==> config.mk <==
export PLATFORM = sky130hd
export DESIGN_NAME = sweep_peak_locator_flat
export DESIGN_NICKNAME = d
export VERILOG_FILES = /design/src/rtl/sweep_peak_locator_if.sv /design/src/rtl/sweep_peak_locator.sv /design/src/flat_wrapper.sv
export SDC_FILE = /design/constraint.sdc
export NUM_CORES = 1
export LEC_CHECK = 0
export CAP_MARGIN = 10
export CORE_ASPECT_RATIO = 1.4
export CORE_UTILIZATION = 39
export DETAILED_ROUTE_END_ITERATION = 8
export GPL_TIMING_DRIVEN = 0
export PLACE_DENSITY = 0.74
export SLEW_MARGIN = 25
export SYNTH_ARGS = -nofsm -noshare
export SYNTH_HDL_FRONTEND = slang
export SYNTH_SLANG_ARGS = --single-unit
==> constraint.sdc <==
create_clock -name clock -period 2.5 [get_ports clock]
set_input_delay 0.375 -clock clock [delete_from_list [all_inputs] [get_ports clock]]
set_output_delay 0.375 -clock clock [all_outputs]
set_load 0.05 [all_outputs]
==> src/rtl/sweep_peak_locator_if.sv <==
// rtl/sweep_peak_locator_if.sv - scan/detector inputs and peak result outputs of the sweep peak locator
interface sweep_peak_locator_if #(
   parameter int SWEEP_CNT_W = 16
);
   logic                    enable;
   logic signed [13:0]      ramp;
   logic                    sync;
   logic signed [13:0]      sig;
   logic signed [13:0]      threshold;
   logic signed [13:0]      peak_value;
   logic signed [13:0]      peak_ramp;
   logic [31:0]             period;
   logic                    found;
   logic                    valid;
   logic                    timeout;
   logic [SWEEP_CNT_W-1:0]  sweep_count;

   modport master (
      output enable, ramp, sync, sig, threshold,
      input  peak_value, peak_ramp, period, found, valid, timeout, sweep_count
   );

   modport slave (
      input  enable, ramp, sync, sig, threshold,
      output peak_value, peak_ramp, period, found, valid, timeout, sweep_count
   );
endinterface

==> src/rtl/sweep_peak_locator.sv <==
// rtl/sweep_peak_locator.sv - per-sweep detector maximum, ramp position of the maximum and sweep period
module sweep_peak_locator #(
   parameter logic [31:0] TIMEOUT_CYCLES = 32'd100000000,
   parameter int          SWEEP_CNT_W    = 16
) (
   input logic               clock,
   input logic               reset,
   sweep_peak_locator_if.slave bus
);
   typedef enum logic {S_IDLE, S_TRACK} state_t;

   state_t                  r_state;
   logic                    r_sync_d;
   logic signed [13:0]      r_cur_max;
   logic signed [13:0]      r_cur_ramp;
   logic [31:0]             r_cnt;
   logic signed [13:0]      r_peak_value;
   logic signed [13:0]      r_peak_ramp;
   logic [31:0]             r_period;
   logic                    r_found;
   logic                    r_valid;
   logic                    r_timeout;
   logic [SWEEP_CNT_W-1:0]  r_sweep_count;

   logic w_rise;
   assign w_rise = bus.sync & ~r_sync_d;

   // The rise-cycle sample always opens the new sweep; it never counts toward the closing one.
   always_ff @(posedge clock) begin
      if (reset) begin
         r_state       <= S_IDLE;
         r_sync_d      <= 1'b1;
         r_cur_max     <= '0;
         r_cur_ramp    <= '0;
         r_cnt         <= '0;
         r_peak_value  <= '0;
         r_peak_ramp   <= '0;
         r_period      <= '0;
         r_found       <= 1'b0;
         r_valid       <= 1'b0;
         r_timeout     <= 1'b0;
         r_sweep_count <= '0;
      end else begin
         r_sync_d <= bus.sync;
         r_valid  <= 1'b0;
         if (!bus.enable) begin
            r_state <= S_IDLE;
         end else begin
            case (r_state)
               S_IDLE: begin
                  if (w_rise) begin
                     r_state    <= S_TRACK;
                     r_cur_max  <= bus.sig;
                     r_cur_ramp <= bus.ramp;
                     r_cnt      <= 32'd1;
                  end
               end
               S_TRACK: begin
                  if (w_rise) begin
                     r_peak_value  <= r_cur_max;
                     r_peak_ramp   <= r_cur_ramp;
                     r_period      <= r_cnt;
                     r_found       <= (r_cur_max >= bus.threshold);
                     r_sweep_count <= r_sweep_count + SWEEP_CNT_W'(1);
                     r_valid       <= 1'b1;
                     r_timeout     <= 1'b0;
                     r_cur_max     <= bus.sig;
                     r_cur_ramp    <= bus.ramp;
                     r_cnt         <= 32'd1;
                  end else if (r_cnt == TIMEOUT_CYCLES) begin
                     r_timeout <= 1'b1;
                     r_state   <= S_IDLE;
                  end else begin
                     if (bus.sig > r_cur_max) begin
                        r_cur_max  <= bus.sig;
                        r_cur_ramp <= bus.ramp;
                     end
                     if (r_cnt != 32'hFFFF_FFFF) begin
                        r_cnt <= r_cnt + 32'd1;
                     end
                  end
               end
               default: r_state <= S_IDLE;
            endcase
         end
      end
   end

   assign bus.peak_value  = r_peak_value;
   assign bus.peak_ramp   = r_peak_ramp;
   assign bus.period      = r_period;
   assign bus.found       = r_found;
   assign bus.valid       = r_valid;
   assign bus.timeout     = r_timeout;
   assign bus.sweep_count = r_sweep_count;
endmodule

==> src/flat_wrapper.sv <==
// flat-port wrapper written by rule: the top's interface ports become plain ports
module sweep_peak_locator_flat 
#(
   parameter logic [31:0] TIMEOUT_CYCLES = 32'd100000000,
   parameter int          SWEEP_CNT_W    = 16
)
  (clock, reset, bus_enable, bus_ramp, bus_sync, bus_sig, bus_threshold, bus_peak_value, bus_peak_ramp, bus_period, bus_found, bus_valid, bus_timeout, bus_sweep_count);
  sweep_peak_locator_if #(.SWEEP_CNT_W(SWEEP_CNT_W)) bus_i ();
  input logic clock;
  input logic reset;
  input wire logic [$bits(bus_i.enable)-1:0] bus_enable;
  input wire logic [$bits(bus_i.ramp)-1:0] bus_ramp;
  input wire logic [$bits(bus_i.sync)-1:0] bus_sync;
  input wire logic [$bits(bus_i.sig)-1:0] bus_sig;
  input wire logic [$bits(bus_i.threshold)-1:0] bus_threshold;
  output wire logic [$bits(bus_i.peak_value)-1:0] bus_peak_value;
  output wire logic [$bits(bus_i.peak_ramp)-1:0] bus_peak_ramp;
  output wire logic [$bits(bus_i.period)-1:0] bus_period;
  output wire logic [$bits(bus_i.found)-1:0] bus_found;
  output wire logic [$bits(bus_i.valid)-1:0] bus_valid;
  output wire logic [$bits(bus_i.timeout)-1:0] bus_timeout;
  output wire logic [$bits(bus_i.sweep_count)-1:0] bus_sweep_count;
  assign bus_i.enable = bus_enable;
  assign bus_i.ramp = bus_ramp;
  assign bus_i.sync = bus_sync;
  assign bus_i.sig = bus_sig;
  assign bus_i.threshold = bus_threshold;
  assign bus_peak_value = bus_i.peak_value;
  assign bus_peak_ramp = bus_i.peak_ramp;
  assign bus_period = bus_i.period;
  assign bus_found = bus_i.found;
  assign bus_valid = bus_i.valid;
  assign bus_timeout = bus_i.timeout;
  assign bus_sweep_count = bus_i.sweep_count;
  sweep_peak_locator #(.TIMEOUT_CYCLES(TIMEOUT_CYCLES), .SWEEP_CNT_W(SWEEP_CNT_W)) u_core (.clock(clock), .reset(reset), .bus(bus_i));
endmodule
==> results.py <==
metrics = {
    "finish": {
        "drive_above_1_share": 0.0814,
        "finalCoreUtilization": 0.536,
        "diodes": 0,
        "nets": 1047,
        "layout_common_cells": "150 x nand2_1, 137 x dfxtp_1, 124 x clkdlybuf4s50_1",
        "fill_cells": 1541,
        "layout_commonest_cell": "nand2_1",
        "syn2layout_area_growth_pct": 34.7,
    },
    "worst_hold_path": {
        "min_path_type": "register to register",
    },
    "power": {
        "p_total_mw": 4.93,
        "vdd_drop_max_mv": 0.334,
        "power_leakage_nw": 3.38,
        "cellPowerDensity_nw_per_um2": 549,
    },
    "setup_path": {
        "critPathMostFrequentCell": "nand2_2",
        "cpPeakStageDelay_ps": 550,
        "cp.arrival_ps": 2660,
        "path_max_fanout": 7,
        "slowest_stage": "or4_4",
        "crit_family": "simple AND/OR/NAND/NOR gates",
        "cp-end-kind": "register",
        "worstSetupPathType": "register to register",
        "cp.required_ps": 2770,
        "path_buf_inv": 0,
        "startpoint_type": "register",
        "cp_cell_sequence": "nand2_2, or4_4, nor3_4, nand2_2, o311ai_0, o41ai_1",
    },
    "grt": {
        "grt_max_degree": 17,
        "track_usage": 0.207,
        "grt_antenna_before_repair": 0,
        "grt_pass1_wl_um": 29000,
        "grt_overflow": 0,
        "grt_pass1_vias": 5874,
    },
    "die": {
        "start_util": 0.398,
        "dieWidth_um": 113,
        "die_height_um": 157,
        "core_um2": 16700,
        "io_pins": 125,
        "die-area_um2": 17600,
        "row_count": 56,
    },
    "sta": {
        "fin_ws_ps": 111,
        "finalCritPeriodShare": 0.956,
        "fin_worst_skew_ps": 10.6,
        "hold_violations": 0,
        "worstMarginPinSlew_ps": 737,
        "setup_violations": 0,
        "relSlewSlack": 0.509,
        "slew_violations": 0,
        "fin_crit_ps": 2390,
        "max_freq_mhz": 419,
    },
    "job": {
        "cap_viol_max_count": 0,
    },
    "synth": {
        "syn-num-nets": 889,
        "synth_cell_type_count": 52,
        "synth_top_flop_cell": "dfxtp_1",
        "synth_area_leader_cell": "dfxtp_1",
        "syn_inst": 812,
        "synth_area_um2": 6670,
        "synth_edf_count": 0,
        "synth_top_area_frac": 0.423,
        "ys_warn_count": 0,
        "ys_seq_area_frac": 0.423,
        "synth.top_cells.by_area": "dfxtp_1 42%, nand2_1 8.4%, a21oi_1 7.2%",
        "synth_seq_cells": 141,
        "synthArstFlopShare": 0,
        "synth_area_per_cell_um2": 8.21,
    },
    "route": {
        "antenna_left": 0,
        "drtIter0Drc": 286,
        "wl_per_cell_um": 15.2,
        "drc": 0,
        "routed_wl_um": 18000,
        "firstDrtPassIters": 6,
        "via_per_inst": 5.25,
        "vias": 6231,
    },
    "clock_tree": {
        "clk-insertion-delay-late_ps": 420,
        "clockBufferDepth": 2,
        "cts_htree_levels": 4,
        "cts.sinks": 141,
        "tritoncts": "built",
        "clock-root-buffer": "clkbuf_16",
        "numCtsBuffers": 17,
        "holdBufCountCts": 0,
        "clkTransAtPathRegs_ps": 60,
    },
    "placement": {
        "io_buffers": 124,
        "post-dp-hpwl_um": 12800,
        "dp_slack_ps": -660,
        "routabilityCongestion": 0.877,
    },
    "run_status": {
        "outcome": "finished clean",
    },
}
-- metal layers --
layer  share of wire  routed length, um  track usage
met5               0                  0            0
met4           0.022                393       0.0857
met3           0.043                777       0.0411
met2            0.52               9370        0.379
met1            0.42               7500        0.233
-- registers in the layout, indices dropped and copies added (netlist names) --
| name | count |
|---|---|
| u_core.r_cur_max | 14 |
| u_core.r_cur_ramp | 14 |
| u_core.bus.valid | 1 |
| u_core.bus.found | 1 |
| u_core.bus.sweep_count | 16 |
| u_core.bus.timeout | 1 |
| u_core.bus.peak_value | 14 |
| u_core.bus.peak_ramp | 14 |
| u_core.r_sync_d | 1 |
| u_core.bus.period | 32 |
| u_core.r_state | 1 |
| u_core.r_cnt | 32 |
-- layout make-up --
cell class,instances,area (um^2),area share
Clock buffer,20,457,0.0508
Tap cell,203,254,0.0283
Timing Repair Buffer,140,1370,0.152
Clock inverter,12,86.3,0.00961
Inverter,35,131,0.0146
Buffer,46,224,0.0249
Sequential cell,141,2830,0.315
Multi-Input combinational cell,589,3640,0.405
-- through the flow --
| step | hold WS, ps | cells | TNS, ps | area, um^2 |
|---|---|---|---|---|
| 2_1_floorplan | 432 | 812 | 0 | 6670 |
| 3_3_place_gp | 442 | 1139 | -39540 | 8160 |
| 3_5_place_dp | 446 | 1139 | -39760 | 8160 |
| 4_1_cts | 455 | 1175 | 0 | 8810 |
| 5_1_grt | 470 | 1186 | -1.88 | 8980 |
| 6_report | 449 | 1186 | 0 | 8980 |
-- cell families after synthesis --
| kind of cell | after synthesis | synth area share |
|---|---|---|
| and+or+nand+nor | 359 | 0.272 |
| AOI/OAI and AO/OA | 153 | 0.132 |
| DFF | 141 | 0.423 |
| buffers and inverters | 82 | 0.0477 |
| muxes | 33 | 0.0497 |
| adders and majority gates | 31 | 0.0582 |
| xor gates and xnor gates | 13 | 0.0171 |
-- timing repair --
| action | 4_1_cts | 5_1_grt |
|---|---|---|
| resized for setup | 15 | 23 |
| setup buffers | 4 | 12 |
| endpoints found under the setup margin | 49 | 47 |
| pin swaps | 4 | 4 |
-- cell usage after synthesis (2+ instances only) --
master	count
nand2_1	150
dfxtp_1	141
a21oi_1	96
nand2b_1	62
nor2_1	39
clkbuf_1	35
inv_1	35
mux2i_1	32
ha_1	31
nand4_1	20
o21ai_0	19
nand3_1	18
or4_1	14
and2_1	10
nor3_1	8
o31ai_1	8
or3_1	8
xor2_1	8
a31oi_1	7
buf_2	7
a41o_1	5
and3_1	5
xnor2_1	5
and4_1	4
buf_1	4
nor4b_1	4
a21o_1	3
nand4b_1	3
nor2b_1	3
a211oi_1	2
nand2_2	2
nor4_1	2
o32ai_1	2
or2_2	2
-- path summary, 6_finish.rpt --
check                                     startpoint                                  to  slack, ps  cells after the start
hold reg to reg   u_core.bus.period[21]$_SDFFE_PP0P_  u_core.bus.period[21]$_SDFFE_PP0P_        450                      2
hold / removal    u_core.bus.period[21]$_SDFFE_PP0P_  u_core.bus.period[21]$_SDFFE_PP0P_        450                      2
setup reg to reg        u_core.r_cnt[7]$_SDFFE_PP0P_       u_core.r_cnt[31]$_SDFFE_PP0P_        110                      6
setup / recovery        u_core.r_cnt[7]$_SDFFE_PP0P_       u_core.r_cnt[31]$_SDFFE_PP0P_        110                      6
-- where the power goes --
| group | internal, mW | switching, mW |
|---|---|---|
| Combinational | 0.163 | 0.161 |
| Clock | 1.33 | 1.01 |
| Sequential | 2.26 | 0.0147 |
| Total | 3.75 | 1.18 |
-- tightest hold or removal path: stages, from the launching register on --
cell     delay (ps)
dfxtp_1         300
nand2_1          50
a21oi_1          50
(Power assumes the default switching activity.)
